## config.mk

```make
export PLATFORM = sky130hd
export DESIGN_NAME = i2c_initiator
export DESIGN_NICKNAME = d
export VERILOG_FILES = /design/src/rtl/i2c_pkg.sv /design/src/rtl/i2c_quarter_tick.sv /design/src/rtl/i2c_initiator.sv
export SDC_FILE = /design/constraint.sdc
export NUM_CORES = 1
export LEC_CHECK = 0
export CELL_PAD_IN_SITES_DETAIL_PLACEMENT = 1
export CELL_PAD_IN_SITES_GLOBAL_PLACEMENT = 2
export CORE_MARGIN = 2
export CORE_UTILIZATION = 36
export CTS_BUF_LIST = sky130_fd_sc_hd__clkbuf_4 sky130_fd_sc_hd__clkbuf_8 sky130_fd_sc_hd__clkbuf_16
export DETAILED_ROUTE_END_ITERATION = 10
export GPL_TIMING_DRIVEN = 1
export HOLD_SLACK_MARGIN = 0.1
export PLACE_DENSITY_LB_ADDON = 0.1
export SLEW_MARGIN = 20
export SYNTH_ARGS = -nofsm -noshare
export SYNTH_HDL_FRONTEND = slang
export SYNTH_SLANG_ARGS = --single-unit
```

## constraint.sdc

```tcl
create_clock -name clk_i -period 2.7 [get_ports clk_i]
set_input_delay 0.27 -clock clk_i [delete_from_list [all_inputs] [get_ports clk_i]]
set_output_delay 0.27 -clock clk_i [all_outputs]
set_load 0.01 [all_outputs]
```

## src/rtl/i2c_pkg.sv

```systemverilog
// Shared I2C initiator definitions: command encodings, FSM states, and the
// per-bit SDA drive rule (also used by the DAC sequencer).
package i2c_pkg;

  typedef enum logic [1:0] {
    CMD_START = 2'd0,
    CMD_WRITE = 2'd1,
    CMD_READ  = 2'd2,
    CMD_STOP  = 2'd3
  } cmd_op_e;

  typedef enum logic [2:0] {
    ST_IDLE,
    ST_START,
    ST_BIT,
    ST_STOP,
    ST_RESP,
    ST_ABORT
  } state_e;

  // SDA pull-down for bit idx (0..7 data MSB first, 8 = ACK slot)
  function automatic logic bit_sda_oe(input cmd_op_e op, input logic [3:0] idx,
                                      input logic [7:0] data, input logic nack);
    logic v_oe;
    if (idx == 4'd8) v_oe = (op == CMD_READ) && !nack;
    else             v_oe = (op == CMD_WRITE) && !data[3'd7 - idx[2:0]];
    return v_oe;
  endfunction

endpackage

```

## src/rtl/i2c_quarter_tick.sv

```systemverilog
// Quarter-bit prescaler: one-cycle tick every CLK_DIV cycles, frozen while
// the responder stretches SCL, with a stall timeout after STRETCH_MAX cycles.
module i2c_quarter_tick #(
  parameter int CLK_DIV     = 25,
  parameter int STRETCH_MAX = 4096
) (
  input  logic clk_i,
  input  logic rst_i,
  input  logic i_clear,
  input  logic i_hold,
  output logic o_tick,
  output logic o_timeout
);

  localparam int QW = (CLK_DIV > 1) ? $clog2(CLK_DIV) : 1;
  localparam int SW = $clog2(STRETCH_MAX + 1);
  localparam logic [QW-1:0] LAST      = QW'(CLK_DIV - 1);
  localparam logic [SW-1:0] STALL_LIM = SW'(STRETCH_MAX);

  logic [QW-1:0] r_cnt;
  logic [SW-1:0] r_stall;

  assign o_tick    = !i_clear && !i_hold && (r_cnt == LAST);
  assign o_timeout = !i_clear && i_hold && (r_stall == STALL_LIM);

  always_ff @(posedge clk_i or negedge rst_i) begin
    if (!rst_i) begin
      r_cnt   <= '0;
      r_stall <= '0;
    end else begin
      if (i_clear || o_tick) r_cnt <= '0;
      else if (!i_hold)      r_cnt <= r_cnt + 1'b1;
      if (i_clear || !i_hold)         r_stall <= '0;
      else if (r_stall != STALL_LIM)  r_stall <= r_stall + 1'b1;
    end
  end

endmodule

```

## src/rtl/i2c_initiator.sv

```systemverilog
// Byte-level I2C initiator: executes one START/WRITE/READ/STOP primitive per
// accepted command and returns a single response pulse.
//   state | meaning
//   IDLE  | ready for a command
//   START | four quarters of (repeated) start condition
//   BIT   | nine bits of four quarters each (8 data + ACK)
//   STOP  | four quarters of stop condition
//   RESP  | one-cycle response pulse
//   ABORT | stretch timeout: SDA already released, release SCL
module i2c_initiator
  import i2c_pkg::*;
#(
  parameter int CLK_DIV     = 25,
  parameter int STRETCH_MAX = 4096
) (
  input  logic       clk_i,
  input  logic       rst_i,
  input  logic       cmd_valid,
  output logic       cmd_ready,
  input  logic [1:0] cmd_op,
  input  logic [7:0] cmd_data,
  input  logic       cmd_nack,
  output logic       rsp_valid,
  output logic [7:0] rsp_data,
  output logic       rsp_nack,
  output logic       rsp_err,
  output logic       busy,
  input  logic       scl_i,
  input  logic       sda_i,
  output logic       scl_oe,
  output logic       sda_oe
);

  state_e     r_state, w_state_nxt;
  cmd_op_e    r_op, w_cmd_op;
  logic [1:0] r_q;
  logic [3:0] r_bit;
  logic [7:0] r_wdata, r_shift, r_rsp_data;
  logic       r_nack_cmd, r_ack, r_scl_oe, r_sda_oe, r_busy, r_rsp_nack, r_rsp_err;
  logic       w_accept, w_legal, w_active, w_hold, w_tick, w_timeout, w_done;
  logic       w_scl_nxt, w_sda_nxt, w_rsp_err_nxt;

  assign w_cmd_op = cmd_op_e'(cmd_op);
  assign w_accept = (r_state == ST_IDLE) && cmd_valid;
  assign w_legal  = (w_cmd_op == CMD_START) || r_busy;
  assign w_active = (r_state == ST_START) || (r_state == ST_BIT) || (r_state == ST_STOP);
  // quarter 1 always releases SCL, so that is where the responder may stretch
  assign w_hold   = w_active && (r_q == 2'd1) && !scl_i;
  assign w_done   = w_tick && (r_q == 2'd3) && ((r_state != ST_BIT) || (r_bit == 4'd8));

  i2c_quarter_tick #(.CLK_DIV(CLK_DIV), .STRETCH_MAX(STRETCH_MAX)) u_tick (
    .clk_i     (clk_i),
    .rst_i     (rst_i),
    .i_clear   (!w_active),
    .i_hold    (w_hold),
    .o_tick    (w_tick),
    .o_timeout (w_timeout)
  );

  always_ff @(posedge clk_i or negedge rst_i) begin
    if (!rst_i) r_state <= ST_IDLE;
    else        r_state <= w_state_nxt;
  end

  always_comb begin
    w_state_nxt = r_state;
    case (r_state)
      ST_IDLE: if (w_accept) begin
        if (!w_legal)                    w_state_nxt = ST_RESP;
        else if (w_cmd_op == CMD_START)  w_state_nxt = ST_START;
        else if (w_cmd_op == CMD_STOP)   w_state_nxt = ST_STOP;
        else                             w_state_nxt = ST_BIT;
      end
      ST_START, ST_BIT, ST_STOP: begin
        if (w_timeout)   w_state_nxt = ST_ABORT;
        else if (w_done) w_state_nxt = ST_RESP;
      end
      ST_ABORT: w_state_nxt = ST_RESP;
      default:  w_state_nxt = ST_IDLE;
    endcase
  end

  // Next line levels, applied at the start of each quarter
  always_comb begin
    w_scl_nxt     = r_scl_oe;
    w_sda_nxt     = r_sda_oe;
    w_rsp_err_nxt = 1'b0;
    case (r_state)
      ST_IDLE: if (w_accept) begin
        if (!w_legal)                   w_rsp_err_nxt = 1'b1;
        else if (w_cmd_op == CMD_START) w_sda_nxt = 1'b0;
        else if (w_cmd_op == CMD_STOP)  w_sda_nxt = 1'b1;
        else w_sda_nxt = bit_sda_oe(w_cmd_op, 4'd0, cmd_data, cmd_nack);
      end
      ST_START, ST_BIT, ST_STOP: begin
        if (w_timeout) w_sda_nxt = 1'b0;
        else if (w_tick) begin
          case (r_q)
            2'd0: w_scl_nxt = 1'b0;
            2'd1: begin
              if (r_state == ST_START)     w_sda_nxt = 1'b1;
              else if (r_state == ST_STOP) w_sda_nxt = 1'b0;
            end
            2'd2: if (r_state != ST_STOP) w_scl_nxt = 1'b1;
            default: if ((r_state == ST_BIT) && (r_bit != 4'd8))
              w_sda_nxt = bit_sda_oe(r_op, 4'(r_bit + 4'd1), r_wdata, r_nack_cmd);
          endcase
        end
      end
      ST_ABORT: begin
        w_scl_nxt     = 1'b0;
        w_rsp_err_nxt = 1'b1;
      end
      default: ;
    endcase
  end

  always_ff @(posedge clk_i or negedge rst_i) begin
    if (!rst_i) begin
      r_op       <= CMD_START;
      r_q        <= '0;
      r_bit      <= '0;
      r_wdata    <= '0;
      r_shift    <= '0;
      r_nack_cmd <= 1'b0;
      r_ack      <= 1'b0;
      r_scl_oe   <= 1'b0;
      r_sda_oe   <= 1'b0;
      r_busy     <= 1'b0;
      r_rsp_data <= '0;
      r_rsp_nack <= 1'b0;
      r_rsp_err  <= 1'b0;
    end else begin
      r_scl_oe <= w_scl_nxt;
      r_sda_oe <= w_sda_nxt;
      if (w_accept) begin
        r_op       <= w_cmd_op;
        r_wdata    <= cmd_data;
        r_nack_cmd <= cmd_nack;
        r_q        <= '0;
        r_bit      <= '0;
        if (w_legal && (w_cmd_op == CMD_START)) r_busy <= 1'b1;
      end
      if (w_active && w_tick) begin
        r_q <= r_q + 2'd1;
        if (r_q == 2'd3) r_bit <= r_bit + 4'd1;
        if ((r_state == ST_BIT) && (r_q == 2'd2)) begin
          if (r_bit == 4'd8) r_ack   <= sda_i;
          else               r_shift <= {r_shift[6:0], sda_i};
        end
      end
      if (w_state_nxt == ST_RESP) begin
        r_rsp_err  <= w_rsp_err_nxt;
        r_rsp_data <= ((r_state == ST_BIT) && (r_op == CMD_READ)) ? r_shift : 8'h00;
        r_rsp_nack <= (r_state == ST_BIT) && (r_op == CMD_WRITE) && r_ack;
        if ((r_state == ST_STOP) || (r_state == ST_ABORT)) r_busy <= 1'b0;
      end
    end
  end

  assign cmd_ready = (r_state == ST_IDLE);
  assign rsp_valid = (r_state == ST_RESP);
  assign rsp_data  = r_rsp_data;
  assign rsp_nack  = r_rsp_nack;
  assign rsp_err   = r_rsp_err;
  assign busy      = r_busy;
  assign scl_oe    = r_scl_oe;
  assign sda_oe    = r_sda_oe;

endmodule
```

==> reports/results.tsv, run 1 <==
stage	metric	value	unit
global_route	antenna_found_initial	0	
floorplanning	die_x	96.7	um
critical_path	criticalPathCategory	reg -> reg	
routing	drc	0	
critical_path	cp-start-kind	flip-flop	
critical_path	path_cells	inv_1 > ha_1 > nor2b_1 > nand2_1 > o21ai_0 > o41ai_2 > mux2_1	
pwr	switchingPower	0.965	mW
finish	fin_nets	381	
place	io_buffers	30	
yosys	synthesis.area	0.00309	mm2
floorplanning	start_util	37.5	%
critical_path	endpoint_kind	flip-flop	
timing	rsz0062_at_grt	false	
place	dpl_cell_area	0.00355	mm2
yosys	synth_cell_types	47	
timing	worst_pin_slew	743	ps
timing	min_period_over_period	80.1	%
floorplanning	core	0.00826	mm2
critical_path	reg2regPathDepth	7	
routing	firstDrtPassIters	4	
timing	fmax	0.462	GHz
timing	slew_headroom	50.4	%
critical_path	cp_top_family	simple AND/OR/NAND/NOR gates	
routing	routed_via_density	5.03	
clock_network	clockRootBuffer	clkbuf_8	
hold_path	hold_path_class	in -> reg	
hold_path	hold_path_depth	3	
finish	drive_gt1_share	11.5	%
routing	drtAntennaViolNets	0	
clock_network	cts_tree	built	
floorplanning	die_area	0.00935	mm2
pwr	leakage	1.71	nW
clock_network	post_cts_buffers	0	
global_route	grt_pass1_vias	2439	
timing	fin_skew	8.62	ps
global_route	grt_pass1_wl	12.4	mm
pwr	p_comb_share	27.2	%
yosys	synth.yosys.seq_area_share	48.5	%
routing	wl_per_cell	15.3	um
floorplanning	die_h	96.7	um
critical_path	crit_slowest_cell	dfrtp_1	
yosys	synth_edf_count	0	
critical_path	rrSetupSlack	540	ps
finish	area.growth.synth_to_final	22.5	%
clock_network	cts_max_path_buffers	2	
clock_network	clk_pin_slew	70	ps
yosys	ys_warn_count	0	
routing	drt_wl_total	7.05	mm
timing	fin_crit	2160	ps
finish	fin_cells	462	
floorplanning	ios	31	
clock_network	htreeDepth	3	
global_route	grt_usage	16.4	%
finish	diodes	0	
yosys	synth_top_flop_cell	dfrtp_1	
critical_path	critPathRequiredTime	2920	ps
global_route	grt_max_degree	32	
pwr	ir_drop	0.277	mV
pwr	switching_share	32.2	%
place	place_congestion	0.695	
critical_path	r2r_start	r_q[1]$_DFFE_PN0P_	
critical_path	critical-path-max-stage-delay	410	ps
timing	setup_tns	0	ps
pwr	total_power	2.99	mW
critical_path	cp.arrival	2390	ps
clock_network	worstSkewPairLatency	340	ps
critical_path	r2r_end	sda_oe$_DFFE_PN0P_	
critical_path	crit_buf_inv	1	
yosys	syn_nets	338	
hold_path	hp-start	cmd_data[1]	
pwr	internal_power	2.03	mW
yosys	syn_avg_cell_area	10.0	um2
timing	finalHoldViolCount	0	
job	cap_violations	0	
finish	final_common_cell	dfrtp_1	
timing	finalSetupViolCount	0	
yosys	ys_async_sr_fraction	100	%
clock_network	cts.sinks	60	
place	dp_hpwl	5.12	mm
finish	stdcell_area	0.00379	mm2
run_status	status	finished, final reports clean	
place	dp.cells	445	
global_route	grt_overflow	0	
pwr	clockPowerShare	30.9	%
clock_network	cts_buffers	9	
routing	drt_iter0_drc	78	
floorplanning	rows	33	
timing	slew_violations	0	
finish	most-common-layout-cells	dfrtp_1, nand2_1, clkdlybuf4s50_1	
hold_path	min_to	r_wdata[1]$_DFFE_PN0P_	
critical_path	path_depth	7	
critical_path	cp_max_fo	7	
yosys	ys_ff_latch	60	
yosys	synthesis.instances	309	
pwr	power.density	790	mW/mm2
pwr	p_seq_share	41.9	%
routing	vias	2325	
## power groups by stage
stage	combinational (mW)	clock [mW]	sequential, mW
floorplan	0.496	0	1.22
global placement	0.813	0	1.27
detailed placement	0.821	0	1.27
CTS	0.831	0.949	1.26
global route	0.921	0.988	1.29
finish	0.815	0.925	1.25
## synth_stat cells (3+ instances only)
cell      number  share of area [%]
o31ai_1        3               0.73
nand3_1        9                1.5
nand2b_1       5                1.0
mux2_2         9                3.3
ha_1          13                5.3
a21oi_1        7                1.1
o21ai_0       18                2.9
nand2_1       51                6.2
mux2i_1       10                3.2
nor3_1         5               0.81
clkbuf_1       5               0.61
xor2_1        16                4.5
nor2_1        25                3.0
or3_1          3               0.61
dfrtp_1       60                 49
nor2b_1        3               0.61
nand4_1        9                1.8
inv_1         22                2.7
## layer usage
metal | track usage, % | vias up | wire length [um]
met3 | 2.60 | 9 | 171
met2 | 24.6 | 34 | 3210
li1 | - | 1140 | -
met1 | 23.8 | 1142 | 3550
met5 | 0 | - | 0
met4 | 6.50 | 0 | 120
## sequential cells by signal (all words and copies together), names as in the netlist
register and count:
r_shift 8, sda_oe 1, r_nack_cmd 1, r_bit 4, r_ack 1, r_wdata 8, r_op 2, u_tick.r_stall 13
rsp_err 1, busy 1, rsp_nack 1, scl_oe 1, r_state 3, u_tick.r_cnt 5, r_q 2, rsp_data 8
## through the flow
| stage | worst slack [ps] | hold WS, ps | utilization, % |
|---|---|---|---|
| 5_1_grt | 276 | 470 | 45.9 |
| 3_3_place_gp | 298 | 383 | 43.0 |
| 3_5_place_dp | 266 | 377 | 43.0 |
| 4_1_cts | 512 | 447 | 45.9 |
| 6_report | 538 | 458 | 45.9 |
| 2_1_floorplan | 765 | -25.6 | - |
## how the worst max path moves through the flow
stage	end	slack, ps	start
6_report	sda_oe$_DFFE_PN0P_	540	r_q[1]$_DFFE_PN0P_
5_1_grt	sda_oe$_DFFE_PN0P_	280	r_q[1]$_DFFE_PN0P_
4_1_cts	r_shift[7]$_DFFE_PN0P_	510	u_tick.r_cnt[0]$_DFFE_PN0P_
3_5_place_dp	rsp_data[5]$_DFFE_PN0N_	270	cmd_op[0]
3_3_place_gp	rsp_data[6]$_DFFE_PN0N_	300	cmd_op[0]
2_1_floorplan	rsp_nack$_DFFE_PN0N_	770	r_bit[0]$_DFF_PN0_
## tightest hold or removal path: cells and delay by family
| kind | cells | cell delay [ps] |
|---|---|---|
| buffers and inverters | 1 | 400 |
| AND/OR/NAND/NOR | 2 | 100 |
## cell families (layout without fill, tap and decap cells)
group                    count (synthesis)  count (layout)  share of synthesized area [%]
AO/OA/AOI/OAI                           38              38                           7.80
adder cells (fa/ha/maj)                 13              13                           5.26
XOR/XNOR                                18              18                           5.09
buffers and inverters                   30              78                           4.16
AND/OR/NAND/NOR                        127             127                           20.1
multiplexers                            23              23                           9.06
flip-flops                              60              60                           48.5
## cell type report
cell class,instances,area [um2]
Tap cell,105,131
Multi-Input combinational cell,219,1460
Fill cell,934,4470
Sequential cell,60,1500
Clock buffer,10,138
Timing Repair Buffer,40,385
Inverter,22,82.6
Clock inverter,6,87.6
## what timing repair did
item,4_1_cts,5_1_grt
resized for setup,0,0
hold endpoints to repair,30,0
hold buffers,1,0
Note: power is estimated with default switching activity, not from simulation.
==> inputs of run 2 (changes only) <==
==> constraint.sdc (replaced) <==
create_clock -name clk_i -period 2.1 [get_ports clk_i]
set_input_delay 0.21 -clock clk_i [delete_from_list [all_inputs] [get_ports clk_i]]
set_output_delay 0.21 -clock clk_i [all_outputs]
set_load 0.01 [all_outputs]
==> reports/results.tsv, run 2 (same netlist as run 1, synthesis figures left out) <==
stage	metric	value	unit	change
run_status	status	finished, final reports clean		
critical_path	critical-path-max-stage-delay	570	ps	+160 ps
routing	drt_wl_total	7.09	mm	+0.62%
place	io_buffers	30		unchanged
clock_network	cts_tree	built		
finish	top_register	u_tick.r_stall		
place	post-place-ws	-196	ps	-462 ps
global_route	grt_overflow	0		unchanged
pwr	leakage	1.77	nW	+3.9%
job	cap_violations	0		unchanged
clock_network	cts_max_path_buffers	2		unchanged
finish	final_common_cell	dfrtp_1		
clock_network	worstSkewPairLatency	330	ps	about the same
timing	finalHoldViolCount	0		unchanged
timing	fin_skew	8.64	ps	+0.0166 ps
critical_path	cp-start-kind	flip-flop		
timing	min_period_over_period	93.8	%	
timing	fmax	0.508	GHz	
global_route	antenna_found_initial	0		unchanged
finish	diodes	0		unchanged
critical_path	endpoint_kind	output pin		
routing	drtAntennaViolNets	0		unchanged
floorplanning	rows	33		unchanged
clock_network	cts.sinks	60		unchanged
finish	largest_reg_flops	13		unchanged
pwr	ir_drop	0.311	mV	+12%
global_route	grt_pass1_wl	12.4	mm	+0.17%
floorplanning	die_area	0.00935	mm2	unchanged
finish	area.growth.synth_to_final	26.2	%	
timing	finalWorstSetupSlack	130	ps	-407 ps
place	dp_hpwl	5.21	mm	+1.7%
timing	slew_violations	0		unchanged
floorplanning	die_h	96.7	um	unchanged
routing	vias	2375		+2.2%
routing	wl_per_cell	14.8	um	-2.7%
floorplanning	start_util	37.5	%	unchanged
finish	drive_gt1_share	16.9	%	+5.4 points
timing	finalSetupViolCount	0		unchanged
critical_path	crit_slowest_cell	clkdlybuf4s50_1		
routing	drc	0		unchanged
pwr	power.density	967	mW/mm2	+22%
place	dpl_cell_area	0.00367	mm2	+3.4%
finish	stdcell_area	0.00391	mm2	+3.0%
timing	worst_pin_slew	397	ps	-346 ps
floorplanning	die_x	96.7	um	unchanged
timing	rsz0062_at_grt	false		
critical_path	critPathRequiredTime	1890	ps	-1030 ps
global_route	grt_usage	16.3	%	-0.15 points
clock_network	clockRootBuffer	clkbuf_8		
critical_path	path_cells	inv_1 > nor3_1 > clkdlybuf4s50_1		
place	place_congestion	0.755		+8.7%
critical_path	cp_max_fo	8		+1
finish	fin_nets	397		+4.2%
clock_network	clk_pin_slew	70	ps	about the same
finish	most-common-layout-cells	dfrtp_1, nand2_1, clkdlybuf4s50_1		
timing	hold_ws	402	ps	-55.9 ps
critical_path	cp.arrival	1760	ps	-630 ps
routing	drt_iter0_drc	71		-9.0%
timing	setup_tns	0	ps	unchanged
clock_network	htreeDepth	3		unchanged
floorplanning	ios	31		unchanged
global_route	grt_pass1_vias	2548		+4.5%
critical_path	criticalPathCategory	reg -> out		
routing	routed_via_density	4.97		-1.3%
floorplanning	core	0.00826	mm2	unchanged
routing	firstDrtPassIters	5		+1
hold_path	hold_path_class	in -> reg		
global_route	grt_max_degree	61		+91%
timing	fin_crit	1970	ps	
clock_network	cts_buffers	9		unchanged
timing	slew_headroom	73.3	%	+23 points
==> run 2: what timing repair did <==
| action | CTS | global route |
|---|---|---|
| hold endpoints to repair | 60 | 0 |
| endpoints found under the setup margin | 0 | 18 |
| gates resized for setup | 0 | 7 |
| setup buffers | 0 | 0 |
| hold buffers | 1 | 0 |
==> run 2: per-layer routing <==
layer	vias up	global-route usage, %	wire length [um]
li1	1164	-	-
met1	1177	22.4	3540
met2	28	25.9	3330
met3	6	3.11	165
met4	0	5.42	60
met5	-	0	0
==> run 2: cell type report <==
class,count,area (um2)
clock buffer,10,131
clock inverter,6,63.8
fill,952,4350
inverter,22,82.6
multi-input combinational,219,1490
sequential,60,1500
tap,105,131
timing repair buffer,56,505
==> run 2: worst paths after layout <==
check / from / endpoint / slack (ps) / cells past startpoint
worst max-delay path: r_state[2]$_DFF_PN0_ / rsp_valid / 130 / 3
worst min register to register: r_state[0]$_DFF_PN0_ / busy$_DFF_PN0_ / 460 / 1
max in group asynchronous: rst_i / r_bit[0]$_DFF_PN0_ / 1390 / 3
min in group asynchronous: rst_i / u_tick.r_cnt[3]$_DFFE_PN0P_ / 410 / 3
worst min-delay path: cmd_data[2] / r_wdata[2]$_DFFE_PN0P_ / 400 / 3
worst max register to register: u_tick.r_stall[0]$_DFFE_PN0P_ / sda_oe$_DFFE_PN0P_ / 170 / 7
==> run 2: metrics by stage <==
step	total power, mW	util [%]	instances
after floorplan	2.21	-	309
after global placement	2.73	44.5	461
after detailed placement	2.75	44.5	461
after CTS	3.82	47.0	478
after global routing	4.04	47.3	478
final	3.78	47.3	478
==> run 2: critical path: cells and delay by family, from the launching register on <==
kind                   cells  cell delay [ps]
and+or+nand+nor            1              200
DFF                        1              490
buffers and inverters      2              750
==> run 2: where the power goes <==
part | switching [mW] | leakage (nW) | internal (mW)
combinational | 0.596 | 0.880 | 0.566
clock | 0.478 | 0.0961 | 0.561
sequential | 0.182 | 0.797 | 1.39
total | 1.26 | 1.77 | 2.52
